<file path="config.mk">
export PLATFORM = sky130hd
export DESIGN_NAME = cache_system_nway
export DESIGN_NICKNAME = d
export VERILOG_FILES = /design/src/rtl/cache_pkg.sv /design/src/rtl/cache_lru_ages.sv /design/src/rtl/cache_system_nway.sv
export SDC_FILE = /design/constraint.sdc
export NUM_CORES = 1
export LEC_CHECK = 0
export ABC_AREA = 1
export CELL_PAD_IN_SITES_DETAIL_PLACEMENT = 2
export CELL_PAD_IN_SITES_GLOBAL_PLACEMENT = 2
export CORE_MARGIN = 2
export CORE_UTILIZATION = 40
export DETAILED_ROUTE_END_ITERATION = 12
export GPL_TIMING_DRIVEN = 0
export MAX_ROUTING_LAYER = met4
export PLACE_DENSITY_LB_ADDON = 0.1
export SYNTH_ARGS = -nofsm -noshare
export SYNTH_HDL_FRONTEND = slang
export SYNTH_HIERARCHICAL = 1
export SYNTH_SLANG_ARGS = --single-unit
export TNS_END_PERCENT = 50
</file>
<file path="constraint.sdc">
create_clock -name clk -period 7.55 [get_ports clk]
set_input_delay 0.755 -clock clk [delete_from_list [all_inputs] [get_ports clk]]
set_output_delay 0.755 -clock clk [all_outputs]
set_load 0.02 [all_outputs]
</file>
<file path="src/rtl/cache_pkg.sv">
// Shared definitions for the N-way cache: FSM state encoding and address-field width helpers.
package cache_pkg;

    typedef enum logic [1:0] {
        ST_IDLE   = 2'd0,
        ST_LOOKUP = 2'd1,
        ST_MISS   = 2'd2
    } state_t;

    function automatic int off_bits(input int data_width);
        return $clog2(data_width / 8);
    endfunction

    function automatic int idx_bits(input int sets);
        return $clog2(sets);
    endfunction

    function automatic int tag_bits(input int addr_width, input int data_width, input int sets);
        return addr_width - off_bits(data_width) - idx_bits(sets);
    endfunction

    // A direct-mapped cache still carries a 1-bit age/way field so vectors never collapse to zero width.
    function automatic int age_bits(input int ways);
        return (ways > 1) ? $clog2(ways) : 1;
    endfunction

endpackage

</file>
<file path="src/rtl/cache_lru_ages.sv">
// Victim selection and LRU age update for a single cache set.
module cache_lru_ages
    import cache_pkg::*;
#(
    parameter int WAYS  = 4,
    parameter int AGE_W = 2
)(
    input  logic [WAYS-1:0][AGE_W-1:0] i_ages,
    input  logic [WAYS-1:0]            i_valid,
    input  logic [AGE_W-1:0]           i_way,
    output logic [AGE_W-1:0]           o_victim,
    output logic [WAYS-1:0][AGE_W-1:0] o_ages
);

    logic w_found;

    // Prefer the lowest invalid way; only when the set is full fall back to the oldest way.
    always_comb begin
        w_found  = 1'b0;
        o_victim = '0;
        for (int w = 0; w < WAYS; w++) begin
            if (!i_valid[w] && !w_found) begin
                w_found  = 1'b1;
                o_victim = AGE_W'(w);
            end
        end
        if (!w_found) begin
            for (int w = 0; w < WAYS; w++) begin
                if (i_ages[w] == AGE_W'(WAYS - 1)) begin
                    o_victim = AGE_W'(w);
                end
            end
        end
    end

    always_comb begin
        o_ages = i_ages;
        for (int w = 0; w < WAYS; w++) begin
            if (AGE_W'(w) == i_way) begin
                o_ages[w] = '0;
            end else if (i_ages[w] < i_ages[i_way]) begin
                o_ages[w] = i_ages[w] + AGE_W'(1);
            end
        end
    end

endmodule

</file>
<file path="src/rtl/cache_system_nway.sv">
// N-way set-associative read cache with LRU replacement, single-word lines and hit/miss counters.
//   state  | meaning
//   IDLE   | ready for a request or a flush
//   LOOKUP | tag compare on the registered address
//   MISS   | fetch outstanding, waiting for mem_ack
module cache_system_nway
    import cache_pkg::*;
#(
    parameter int ADDR_WIDTH = 11,
    parameter int DATA_WIDTH = 32,
    parameter int WAYS       = 4,
    parameter int SETS       = 8
)(
    input  logic                  clk,
    input  logic                  rst_n,
    input  logic                  read,
    input  logic [ADDR_WIDTH-1:0] addr,
    input  logic                  flush,
    output logic                  ready,
    output logic                  resp_valid,
    output logic [DATA_WIDTH-1:0] read_data,
    output logic                  hit,
    output logic                  mem_req,
    output logic [ADDR_WIDTH-1:0] mem_addr,
    input  logic                  mem_ack,
    input  logic [DATA_WIDTH-1:0] mem_rdata,
    output logic [15:0]           hit_count,
    output logic [15:0]           miss_count
);

    localparam int OFF   = off_bits(DATA_WIDTH);
    localparam int IDX_W = idx_bits(SETS);
    localparam int TAG_W = tag_bits(ADDR_WIDTH, DATA_WIDTH, SETS);
    localparam int AGE_W = age_bits(WAYS);

    state_t                            r_state;
    logic [ADDR_WIDTH-1:0]             r_addr;
    logic [WAYS-1:0]                   r_valid [SETS];
    logic [WAYS-1:0][AGE_W-1:0]        r_ages  [SETS];
    logic [TAG_W-1:0]                  r_tag   [SETS][WAYS];
    logic [DATA_WIDTH-1:0]             r_data  [SETS][WAYS];
    logic                              r_resp_valid;
    logic                              r_hit;
    logic [DATA_WIDTH-1:0]             r_read_data;
    logic                              r_mem_req;
    logic [ADDR_WIDTH-1:0]             r_mem_addr;
    logic [15:0]                       r_hit_count;
    logic [15:0]                       r_miss_count;

    logic [IDX_W-1:0]                  w_idx;
    logic [TAG_W-1:0]                  w_tag;
    logic                              w_hit;
    logic [AGE_W-1:0]                  w_hit_way;
    logic [AGE_W-1:0]                  w_victim;
    logic [AGE_W-1:0]                  w_touch_way;
    logic [WAYS-1:0][AGE_W-1:0]        w_ages_upd;
    logic                              w_unused_off;

    assign w_idx        = r_addr[OFF +: IDX_W];
    assign w_tag        = r_addr[ADDR_WIDTH-1 -: TAG_W];
    assign w_unused_off = ^r_addr[OFF-1:0];
    assign w_touch_way  = (r_state == ST_LOOKUP) ? w_hit_way : w_victim;

    always_comb begin
        w_hit     = 1'b0;
        w_hit_way = '0;
        for (int w = 0; w < WAYS; w++) begin
            if (r_valid[w_idx][w] && (r_tag[w_idx][w] == w_tag)) begin
                w_hit     = 1'b1;
                w_hit_way = AGE_W'(w);
            end
        end
    end

    cache_lru_ages #(
        .WAYS  (WAYS),
        .AGE_W (AGE_W)
    ) u_lru (
        .i_ages   (r_ages[w_idx]),
        .i_valid  (r_valid[w_idx]),
        .i_way    (w_touch_way),
        .o_victim (w_victim),
        .o_ages   (w_ages_upd)
    );

    always_ff @(posedge clk or negedge rst_n) begin
        if (!rst_n) begin
            r_state      <= ST_IDLE;
            r_addr       <= '0;
            r_resp_valid <= 1'b0;
            r_hit        <= 1'b0;
            r_read_data  <= '0;
            r_mem_req    <= 1'b0;
            r_mem_addr   <= '0;
            r_hit_count  <= '0;
            r_miss_count <= '0;
            for (int s = 0; s < SETS; s++) begin
                r_valid[s] <= '0;
                for (int w = 0; w < WAYS; w++) begin
                    r_ages[s][w] <= AGE_W'(w);
                end
            end
        end else begin
            r_resp_valid <= 1'b0;
            case (r_state)
                ST_IDLE: begin
                    if (flush) begin
                        for (int s = 0; s < SETS; s++) begin
                            r_valid[s] <= '0;
                            for (int w = 0; w < WAYS; w++) begin
                                r_ages[s][w] <= AGE_W'(w);
                            end
                        end
                    end else if (read) begin
                        r_addr  <= addr;
                        r_state <= ST_LOOKUP;
                    end
                end
                ST_LOOKUP: begin
                    if (w_hit) begin
                        r_resp_valid  <= 1'b1;
                        r_hit         <= 1'b1;
                        r_read_data   <= r_data[w_idx][w_hit_way];
                        r_ages[w_idx] <= w_ages_upd;
                        if (r_hit_count != 16'hFFFF) r_hit_count <= r_hit_count + 16'd1;
                        r_state       <= ST_IDLE;
                    end else begin
                        r_mem_req  <= 1'b1;
                        r_mem_addr <= {r_addr[ADDR_WIDTH-1:OFF], {OFF{1'b0}}};
                        r_state    <= ST_MISS;
                    end
                end
                ST_MISS: begin
                    if (mem_ack) begin
                        r_valid[w_idx][w_victim] <= 1'b1;
                        r_ages[w_idx]            <= w_ages_upd;
                        r_mem_req                <= 1'b0;
                        r_resp_valid             <= 1'b1;
                        r_hit                    <= 1'b0;
                        r_read_data              <= mem_rdata;
                        if (r_miss_count != 16'hFFFF) r_miss_count <= r_miss_count + 16'd1;
                        r_state                  <= ST_IDLE;
                    end
                end
                default: r_state <= ST_IDLE;
            endcase
        end
    end

    // Line storage carries no reset; valid bits alone decide whether contents are meaningful.
    always_ff @(posedge clk) begin
        if (r_state == ST_MISS && mem_ack) begin
            r_tag[w_idx][w_victim]  <= w_tag;
            r_data[w_idx][w_victim] <= mem_rdata;
        end
    end

    assign ready      = (r_state == ST_IDLE) && !flush;
    assign resp_valid = r_resp_valid;
    assign read_data  = r_read_data;
    assign hit        = r_hit;
    assign mem_req    = r_mem_req;
    assign mem_addr   = r_mem_addr;
    assign hit_count  = r_hit_count;
    assign miss_count = r_miss_count;

endmodule

</file>
After elaboration in Yosys (flattened, before gate mapping)
Memory sizes are Yosys's and may differ from the RTL's.
Index checks and enable logic that the tools add are counted.
Word-level totals
  bits in registers: 185
  RAM bits: 1216
  input bits: 48
  output and inout port bits: 79
  word-level logic and storage cells: 204
  memories kept: 2
Memories
  r_data: depth 8, width 128, read ports 1, clocked after Yosys merged registers in 0, wr ports 1, line cache_system_nway.sv:41  | logic [DATA_WIDTH-1:0] r_data [SETS][WAYS];
  r_tag: depth 8, width 24, read ports 1, clocked after Yosys merged registers in 0, wr ports 1, line cache_system_nway.sv:40  | logic [TAG_W-1:0] r_tag [SETS][WAYS];
Operators by class
  add/subtract/negate cells: 6
  order comparisons: 12
  equal/unequal tests: 21
  mux-type cells: 76
  bitwise logic cells: 6
  reductions and logical operators: 32
Operators with widths (number)
  2-to-1 mux 32 bit: 7
  2-to-1 mux 64 bit: 3
  case mux 64 bit (3 select lines): 1
  2-to-1 mux 128 bit: 1
  case mux 32 bit (2 select lines): 2
  binary-select mux 32 bit (select 2 bit): 1
  bitwise mux 64 bit: 1
  demux 32 bit (select 2 bit): 1
  2-to-1 mux 2 bit: 23
  adder 16 x 1 -> 16 bit (second input constant): 2
  != test 16 bit (second input constant): 2
  bitwise OR 32 bit: 1
  binary-select mux 8 bit (select 3 bit): 1
  demux 8 bit (select 3 bit): 1
  equality test 6 bit: 4
  2-to-1 mux 24 bit: 1
  2-to-1 mux 8 bit: 3
  AND reduction 3 bit: 7
  2-to-1 mux 1 bit: 17
  binary-select mux 4 bit (select 3 bit): 1
  demux 4 bit (select 3 bit): 1
  demux 6 bit (select 2 bit): 1
  logical AND 1 bit: 12
  2-to-1 mux 4 bit: 3
  27 further kinds: 56

Depth between registers and ports, before layout
Gate-level depths: netlist of run 1.
  word-level depth: 27
  mapped depth: 34
  depth with buffers taken out: 26

Cells and area by module
The synthesis of run 1 kept the hierarchy.
By module, submodules not included
  cache_system_nway: times used 1, cells an instance 4453, area an instance 55383.1 sq um, seq. area each 41134.5 sq um
  cache_lru_ages: times used 1, cells an instance 89, area an instance 489.2 sq um, seq. area each 0.0 sq um

Least setup slack after synthesis of run 1
No wires, ideal clock.
  path kind: reg2reg
  start: reg r_addr[2]
  end: mem r_data[5][32] (netlist name), enable pin
  setup time: 0.528 ns
  arrival time: 6.460 ns
  data required time: 7.022 ns
  setup slack: 0.562 ns
  cell stages (with the launch flop): 14
  path buffers: 6
  period minus slack after synthesis: 6.988 ns
  path through: dfrtp_1 buf_4 buf_2 buf_2 nor2_1 clkbuf_1 buf_2 buf_1 a22oi_1 nand4_1 ha_1 o311a_1 inv_1 nor4_1
Between the ends
  cells in the longest elaborated chain, start to end: 24
  elaborated cells on any way between the ends: 38
  classes of those cells: order compare (2); eq/ne (4); mux (21); bitwise (2); reduce/logical (9)
Ends and longest elaborated chain
  start: declaration: line cache_system_nway.sv:37  | logic [ADDR_WIDTH-1:0] r_addr;
  start signal: assignment: line cache_system_nway.sv:115  | r_addr <= addr;
  NOT 3 -> 4 bit (not written as such) *: line cache_system_nway.sv:79, cache_system_nway.sv:80
  binary-select mux 4 bit (select 3 bit): line cache_system_nway.sv:80  | .i_valid (r_valid[w_idx]),
  2-to-1 mux 4 bit (not written as such) (2 in a row): line cache_system_nway.sv:80
  logical NOT 1 bit: line cache_lru_ages.sv:22  | if (!i_valid[w] && !w_found) begin
  logical AND 1 bit: line cache_lru_ages.sv:22
  2-to-1 mux 1 bit: line cache_lru_ages.sv:22
  logical NOT 1 bit: line cache_lru_ages.sv:22
  logical AND 1 bit: line cache_lru_ages.sv:22
  [... 8 more ...]
  2-to-1 mux 2 bit *: line cache_lru_ages.sv:27  | if (!w_found) begin
  via w_victim[1]: line cache_system_nway.sv:54  | logic [AGE_W-1:0] w_victim;
  NOT 2 -> 3 bit (not written as such) *: line cache_system_nway.sv:154  | r_data[w_idx][w_victim] <= mem_rdata;
  greater-or-equal comparator 3 bit (not written as such) / < comparator 3 x 1 -> 1 bit (equally long branches): line cache_system_nway.sv:154
  logical AND 1 bit (not written as such): line cache_system_nway.sv:154
  2-to-1 mux 32 bit (not written as such): line cache_system_nway.sv:154
  demux 32 bit (select 2 bit) *: line cache_system_nway.sv:154
  2-to-1 mux 128 bit (not written as such) *: line cache_system_nway.sv:154
  end: declaration: line cache_system_nway.sv:41
The timed path passes the listed nets; every way through them passes the cells marked *. The select of a mux whose other input is x is not followed.

Final worst setup path of run 1
  start: reg r_addr[3]
  end: mem r_data[6][115] (netlist name), enable pin
Same word-level chain as after synthesis.

==> impl_metrics.yaml, run 1 <==
grt:
  grt_first_pass_wirelength_mm: 339
  grt.total_usage: 0.353
  first_global_vias: 43485
  initial_antenna_violation_count: 6
  globalRouteOverflowTotal: 0
  grt_start_max_net_pins: 103
route:
  routed_wire_length_per_instance_um: 35.5
  top_layer_reached_by_signal_wires: "met4"
  met2_wirelength_mm: 117
  drt_pass1_iterations: 5
  number_of_drc_markers_after_the_initial_detailed_route_iteration: 4514
  dr_total_vias: 41262
  drt-met1-wl_mm: 94.2
  remaining_drc_errors: 0
  finalWirelength_mm: 245
  final_antenna_net_count: 0
  routed_via_density: 5.97
  detailroute.wirelength.met3_mm: 17.9
critical_path:
  crit_fanout: 21
  worstPathArrival_ns: 7.77
  end_kind: "flip-flop"
  worst_setup_path_category: "flip-flop to flip-flop"
  startpoint_type: "flip-flop"
  critPathRequiredTime_ns: 8.02
timing:
  final_period_minus_worst_setup_slack_ns: 7.31
  hold_viol: 0
  total_negative_setup_slacks_ns: 0
  setup-violations-final: 0
  final.setup_skew_ns: 0.0428
  max_freq_mhz: 137
  tightestPinTransition_ns: 1.60
  rsz0062_at_grt: "false"
  finalMaxSlewViolations: 89
  fin_hold_ws_ns: 0.474
  relSlewSlack: -0.0697
  final_min_period_over_clock_period: 0.968
yosys:
  number_of_distinct_standard_cells_referenced_by_the_synthesized_netlist: 45
  synth_register_bits: 1399
  number_of_flops_mapped_to_enable_cells_by_yosys: 1216
  syn_area_per_cell_sq_um: 12.3
  post_synth_instance_area_sq_um: 55900
  share_of_the_yosys_chip_area_belonging_to_registers: 0.736
  postSynth.asyncResetShare: 0.131
  syn-instance-count: 4542
  dominantRegCellSynth: "sky130_fd_sc_hd__edfxtp_1"
  synth-warning-count: 6
clocking:
  clkSinkCount: 1399
  clk_root_buffer_cell: "sky130_fd_sc_hd__clkbuf_16"
  cts.clk_slew.worst_paths_ns: 0.06
  tritoncts: "done"
  htree_levels: 4
  cts_made_buffers: 154
  worst_skew_pair.late_latency_ns: 0.80
  max-clock-path-buffers: 3
min_path:
  hp-class: "flip-flop to flip-flop"
power:
  max-vdd-ir-drop_mv: 0.235
  p_leak_nw: 24.3
  power.density_cell_area_nw_per_um2: 402
cells_and_area:
  area_occupied_by_multi_input_gates_sq_um: 13000
  layout_commonest_cell: "sky130_fd_sc_hd__nand2_1"
  seq_area_sq_um: 41100
  fraction_of_final_layout_cells_with_drive_strength_greater_than_1: 0.110
  synthToLayoutAreaGrowth_pct: 18.5
  most_frequent_cells_in_the_layout: "sky130_fd_sc_hd__nand2_1, sky130_fd_sc_hd__edfxtp_1, sky130_fd_sc_hd__nor2_1"
  total_nets_final: 4967
  layout.filler_cells: 13655
  layout.core_utilization: 0.476
die:
  number_of_top_level_pins: 127
  die_y_um: 378
  floorplan.core_area_sq_um: 139000
  die_w_um: 378
  initial_core_util: 0.402
  row_count: 137
  fp.dieArea_sq_um: 143000
placed_design:
  gpl.final_weighted_congestion: 0.912
  dp_hpwl_mm: 163
  portbufs: 122
status:
  violations: "max-capacitance violations, max-slew violations"
  status: "complete, but fails checks"
flow_run:
  max-cap-violations: 8
## area by class of cell
type / instances / share of cell area
antenna: 7 / 0.000265
buffer: 227 / 0.0166
clock buffer: 207 / 0.0629
clock inverter: 70 / 0.0113
inverter: 258 / 0.0146
multi-input combinational: 2656 / 0.197
sequential: 1399 / 0.621
tap: 1876 / 0.0355
timing repair buffer: 209 / 0.0410
## report_power, final
part | total, W | switching [W] | internal (W)
sequential | 0.00955 | 0.000463 | 0.00909
combinational | 0.00947 | 0.00712 | 0.00234
clock | 0.00761 | 0.00326 | 0.00436
## final timing paths
| kind | from | to | slack [ns] | cells past startpoint |
|---|---|---|---|---|
| setup / recovery | r_addr[3]$_DFFE_PN0P_ | r_data[6][115]$_DFFE_PP_ | 0.24 | 19 |
| max in group asynchronous | rst_n | read_data[22]$_DFFE_PN0P_ | 5.92 | 3 |
| setup reg to reg | r_addr[3]$_DFFE_PN0P_ | r_data[6][115]$_DFFE_PP_ | 0.24 | 19 |
| hold reg to reg | r_ages[61]$_DFFE_PN1P_ | r_ages[61]$_DFFE_PN1P_ | 0.47 | 2 |
| min in group asynchronous | rst_n | r_valid[6]$_DFFE_PN0P_ | 0.60 | 2 |
| hold / removal | r_ages[61]$_DFFE_PN1P_ | r_ages[61]$_DFFE_PN1P_ | 0.47 | 2 |
## metrics by stage
step / power [W] / area (sq um) / setup WS (ns) / instances
floorplan: 0.0141 / 55900 / 0.562 / 4543
global placement: 0.0184 / 59400 / -10.13 / 6541
detailed placement: 0.0189 / 61100 / -1.79 / 6620
CTS: 0.0265 / 66200 / 0.0271 / 6900
global route: 0.0275 / 66200 / 0.000243 / 6906
finish: 0.0266 / 66200 / 0.244 / 6909
## critical path: stages, from the launching register on
cell and delay, ns:
sky130_fd_sc_hd__dfrtp_1 0.36, sky130_fd_sc_hd__buf_4 0.18, sky130_fd_sc_hd__nor2_2 0.24, sky130_fd_sc_hd__buf_2 0.42, sky130_fd_sc_hd__nand2_1 0.37, sky130_fd_sc_hd__inv_1 0.19
sky130_fd_sc_hd__buf_2 0.38, sky130_fd_sc_hd__buf_4 0.50, sky130_fd_sc_hd__clkdlybuf4s15_2 0.54, sky130_fd_sc_hd__nand2_1 0.15, sky130_fd_sc_hd__nand4_1 0.33, sky130_fd_sc_hd__ha_1 0.25
sky130_fd_sc_hd__inv_1 0.05, sky130_fd_sc_hd__nand2_1 0.07, sky130_fd_sc_hd__a22oi_1 0.12, sky130_fd_sc_hd__clkbuf_1 0.23, sky130_fd_sc_hd__nor2_1 0.59, sky130_fd_sc_hd__nand2_1 0.65
sky130_fd_sc_hd__nor2_4 0.99, sky130_fd_sc_hd__buf_12 0.30
## flip-flops by register name, summed over array words and instances, names as in the netlist
name and count:
read_data 32, r_valid 32, r_state 2, r_addr 9, mem_addr 9, hit 1
mem_req 1, r_ages 64, r_data 1024, resp_valid 1, miss_count 16, hit_count 16
r_tag 192
## what timing repair did
action                                  CTS  global route
buffers inserted                          5             0
setup endpoints to repair              1242           170
pin swaps                                 3             0
hold buffers                              1             0
resized for setup                        20            18
endpoints found under the hold margin    14             0
## synthesized netlist by cell type, types with 3 or more instances
cell type	instances	area, sq um
sky130_fd_sc_hd__a22oi_1	148	1110
sky130_fd_sc_hd__xnor2_1	11	96.3
sky130_fd_sc_hd__nor2_1	283	1060
sky130_fd_sc_hd__o22ai_1	3	18.8
sky130_fd_sc_hd__o21ai_1	82	410
sky130_fd_sc_hd__buf_2	78	390
sky130_fd_sc_hd__dfstp_2	32	841
sky130_fd_sc_hd__inv_2	9	33.8
sky130_fd_sc_hd__buf_1	26	97.6
sky130_fd_sc_hd__a31oi_1	17	106
sky130_fd_sc_hd__nand3_2	13	130
sky130_fd_sc_hd__clkinv_1	4	15.0
sky130_fd_sc_hd__or2_1	5	31.3
sky130_fd_sc_hd__buf_4	14	105
sky130_fd_sc_hd__xor2_1	18	158
sky130_fd_sc_hd__edfxtp_1	1216	36500
sky130_fd_sc_hd__o21ai_0	44	220
sky130_fd_sc_hd__o211ai_1	5	37.5
sky130_fd_sc_hd__nand4_1	110	688
sky130_fd_sc_hd__and2_1	6	37.5
sky130_fd_sc_hd__ha_1	14	175
sky130_fd_sc_hd__nand2_2	7	43.8
sky130_fd_sc_hd__inv_1	245	920
sky130_fd_sc_hd__a221oi_1	104	911
sky130_fd_sc_hd__o31ai_1	4	30.0
sky130_fd_sc_hd__dfrtp_1	151	3780
sky130_fd_sc_hd__a21oi_1	83	415
sky130_fd_sc_hd__nand3_1	231	1160
sky130_fd_sc_hd__nand2_1	1359	5100
sky130_fd_sc_hd__buf_6	5	56.3
sky130_fd_sc_hd__nand3b_1	10	75.1
sky130_fd_sc_hd__clkbuf_1	107	402
sky130_fd_sc_hd__nor3_1	33	165
sky130_fd_sc_hd__a22o_1	45	394
sky130_fd_sc_hd__nor4_1	6	37.5
## routing by layer
layer | GRT usage | vias to the layer above
met5 | - | -
met4 | 0.196 | 0
met3 | 0.0577 | 645
met2 | 0.564 | 2094
met1 | 0.427 | 21705
li1 | - | 16818
## logic make-up (layout without fill, tap and decap cells)
| kind of cell | after synthesis | after routing | share of synthesized area |
|---|---|---|---|
| fa+ha+maj | 14 | 14 | 0.00314 |
| simple gates | 2071 | 2071 | 0.154 |
| xor+xnor | 29 | 29 | 0.00455 |
| other cells | 1 | 9 | 0.0000671 |
| buf+inv | 488 | 971 | 0.0361 |
| flops | 1399 | 1399 | 0.736 |
| compound gates | 540 | 540 | 0.0662 |
(Power assumes the default switching activity.)
==> inputs of run 2 (changes only) <==
--- a/constraint.sdc
+++ b/constraint.sdc
@@ -3,2 +3,2 @@
 set_output_delay 0.755 -clock clk [all_outputs]
-set_load 0.02 [all_outputs]
+set_load 0.1 [all_outputs]
==> results of run 2 <==
Same layout as run 1 (identical final DEF). Status: complete, but fails checks: max-capacitance violations, max-slew violations.
Main changes from that run: total power 0.0266 W -> 0.0274 W; worst IR drop on VDD 0.235 mV -> 0.408 mV
==> RTL change: new RTL, settings of run 1 <==
`WAYS` is set to 4 in 2 places; all go to 2.
--- a/src/rtl/cache_lru_ages.sv
+++ b/src/rtl/cache_lru_ages.sv
@@ -2,7 +2,7 @@
 module cache_lru_ages
     import cache_pkg::*;
 #(
-    parameter int WAYS  = 4,
+    parameter int WAYS  = 2,
     parameter int AGE_W = 2
 )(
     input  logic [WAYS-1:0][AGE_W-1:0] i_ages,
--- a/src/rtl/cache_system_nway.sv
+++ b/src/rtl/cache_system_nway.sv
@@ -8,7 +8,7 @@
 #(
     parameter int ADDR_WIDTH = 11,
     parameter int DATA_WIDTH = 32,
-    parameter int WAYS       = 4,
+    parameter int WAYS       = 2,
     parameter int SETS       = 8
 )(
     input  logic                  clk,
Function: same outputs for any inputs over 4 cycles, from zero or initial values and one cycle with rst_n low; that may be too few to reach the edited logic, so the function may still have changed.
==> RTL change against run 1 <==
Sequential share of layout area down 2.7 points; power shrank 46%; synthesized area is 47% lower; sequential cell count shrank 672; design area shrank 46%; maximum frequency is 18% higher; wire length down 54%; setup slack gained 1.1 ns; highest routed layer unchanged.
==> RTL change: results (changes against run 1) <==
Outcome:
- Outcome: complete, no violations (was finished, violations left).

Global routing:
- The global-route wire length before repair is 164 mm (was 339 mm).
- The routing usage on met2 is 0.527 (was 0.564).
- The met3 routing resource usage after global routing is 0.0418 (was 0.0577).
- The fraction of met1 tracks used by global routing is 0.366 (was 0.427).
- The number of antenna violations at the first check in global routing is 4 (was 6).
- The via count of the first global-routing pass is 24000 (was 43500).

Critical path:
- The critical path's top delay family is buffers and inverters (was simple AND/OR/NAND/NOR gates).
- The maximum fanout encountered on the critical timing path came to 15 (was 21).
- The worst setup slack for register-to-register paths is 1.35 ns (was 0.24 ns).
- The arrival time reported for the critical path endpoint is 6.54 ns (was 7.77 ns).
- The library cell contributing the largest single delay on the critical path is sky130_fd_sc_hd__buf_1 (was sky130_fd_sc_hd__nor2_4).

Power:
- The clock group share of total power is 0.285 (was 0.286).
- The power in sequential cells is 5080 uW (was 9550 uW).
- The leakage power is 0.0137 uW (was 0.0243 uW).
- The internal portion of total power is 8600 uW (was 15800 uW).
- The net switching power figure is 5830 uW (was 10800 uW).

Routing:
- The DRC violation total after the first TritonRoute iteration is 1855 (was 4514).
- The via-per-instance ratio is 5.60 (was 5.97).
- The routed wire length is 113 mm (was 245 mm).

Synthesis:
- The number of distinct library cells after synthesis was 49 (was 45).
- The compound-cell area share of the yosys netlist is 0.0545 (was 0.0662).
- Top cells by instance count after synthesis: sky130_fd_sc_hd__nand2_1 (822), sky130_fd_sc_hd__edfxtp_1 (608), sky130_fd_sc_hd__inv_1 (220) (was sky130_fd_sc_hd__nand2_1 (1359), sky130_fd_sc_hd__edfxtp_1 (1216), sky130_fd_sc_hd__nor2_1 (283)).

Finish:
- The layout cell share with drive strength beyond 1 was 0.0962 (was 0.110).
- The number of nets in the layout is 2855 (was 4967).
- The flip-flop count of the largest register, all copies and words added is 512 (was 1024).
- The number of standard cells in the layout, taps in and fillers out is 3842 (was 6909).
- The fill cell instance count of the final layout is 7412 (was 13700).

Clock network:
- The number of H-tree levels is 3 (was 4).
- The number of resized instances in the post-cts repair step is 0 (was 20).
- The clock buffer count from CTS is 82 (was 154).
- The post-CTS repair timing setup buffer count is 0 (was 5).

Timing:
- The worst clock skew is 0.0322 ns (was 0.0428 ns).
- The worst slew slack as a fraction of its limit is 0.125 (was -0.0697).

Placement:
- The cell count after placement came to 3686 (was 6620).
- The global placement routability congestion is 0.823 (was 0.912).
## RTL change: cell count changes after synthesis, moves of 20 or more
cell | run 1 | this run
sky130_fd_sc_hd__edfxtp_1 | 1216 | 608
sky130_fd_sc_hd__nand2_1 | 1359 | 822
sky130_fd_sc_hd__nor2_1 | 283 | 104
sky130_fd_sc_hd__nand3_1 | 231 | 117
sky130_fd_sc_hd__a221oi_1 | 104 | 7
sky130_fd_sc_hd__a22oi_1 | 148 | 64
sky130_fd_sc_hd__clkbuf_1 | 107 | 41
sky130_fd_sc_hd__o21ai_1 | 82 | 16
sky130_fd_sc_hd__dfrtp_1 | 151 | 111
sky130_fd_sc_hd__buf_2 | 78 | 41
sky130_fd_sc_hd__nand4_1 | 110 | 81
sky130_fd_sc_hd__inv_1 | 245 | 220
sky130_fd_sc_hd__dfstp_2 | 32 | 8
sky130_fd_sc_hd__a22o_1 | 45 | 25
## RTL change: worst paths after layout
path | start | end | cells after the start
hold / removal | rst_n | mem_addr[3] | 1
max in group asynchronous | rst_n | r_ages[11] | 2
min in group clk | r_ages[7] | r_ages[7] | 2
setup reg to reg | r_addr[3] | r_data[1][10] | 18
hold reg to reg | r_ages[7] | r_ages[7] | 2
setup / recovery | r_addr[3] | r_data[1][10] | 18
## RTL change: final cells by class
type | count | area share
Multi-Input combinational cell | 1493 | 0.201
Timing Repair Buffer | 150 | 0.0530
Buffer | 118 | 0.0170
Clock inverter | 33 | 0.0100
Antenna cell | 4 | 0.000280
Sequential cell | 727 | 0.594
Tap cell | 969 | 0.0339
Clock buffer | 119 | 0.0663
Inverter | 229 | 0.0241
## RTL change: per-stage QoR
step                      cell area (sq um)  utilization
after detailed placement              33000        0.446
after global placement                32200        0.435
after CTS                             35700        0.482
after floorplan                       29800            -
after global routing                  35700        0.483
final                                 35700        0.483
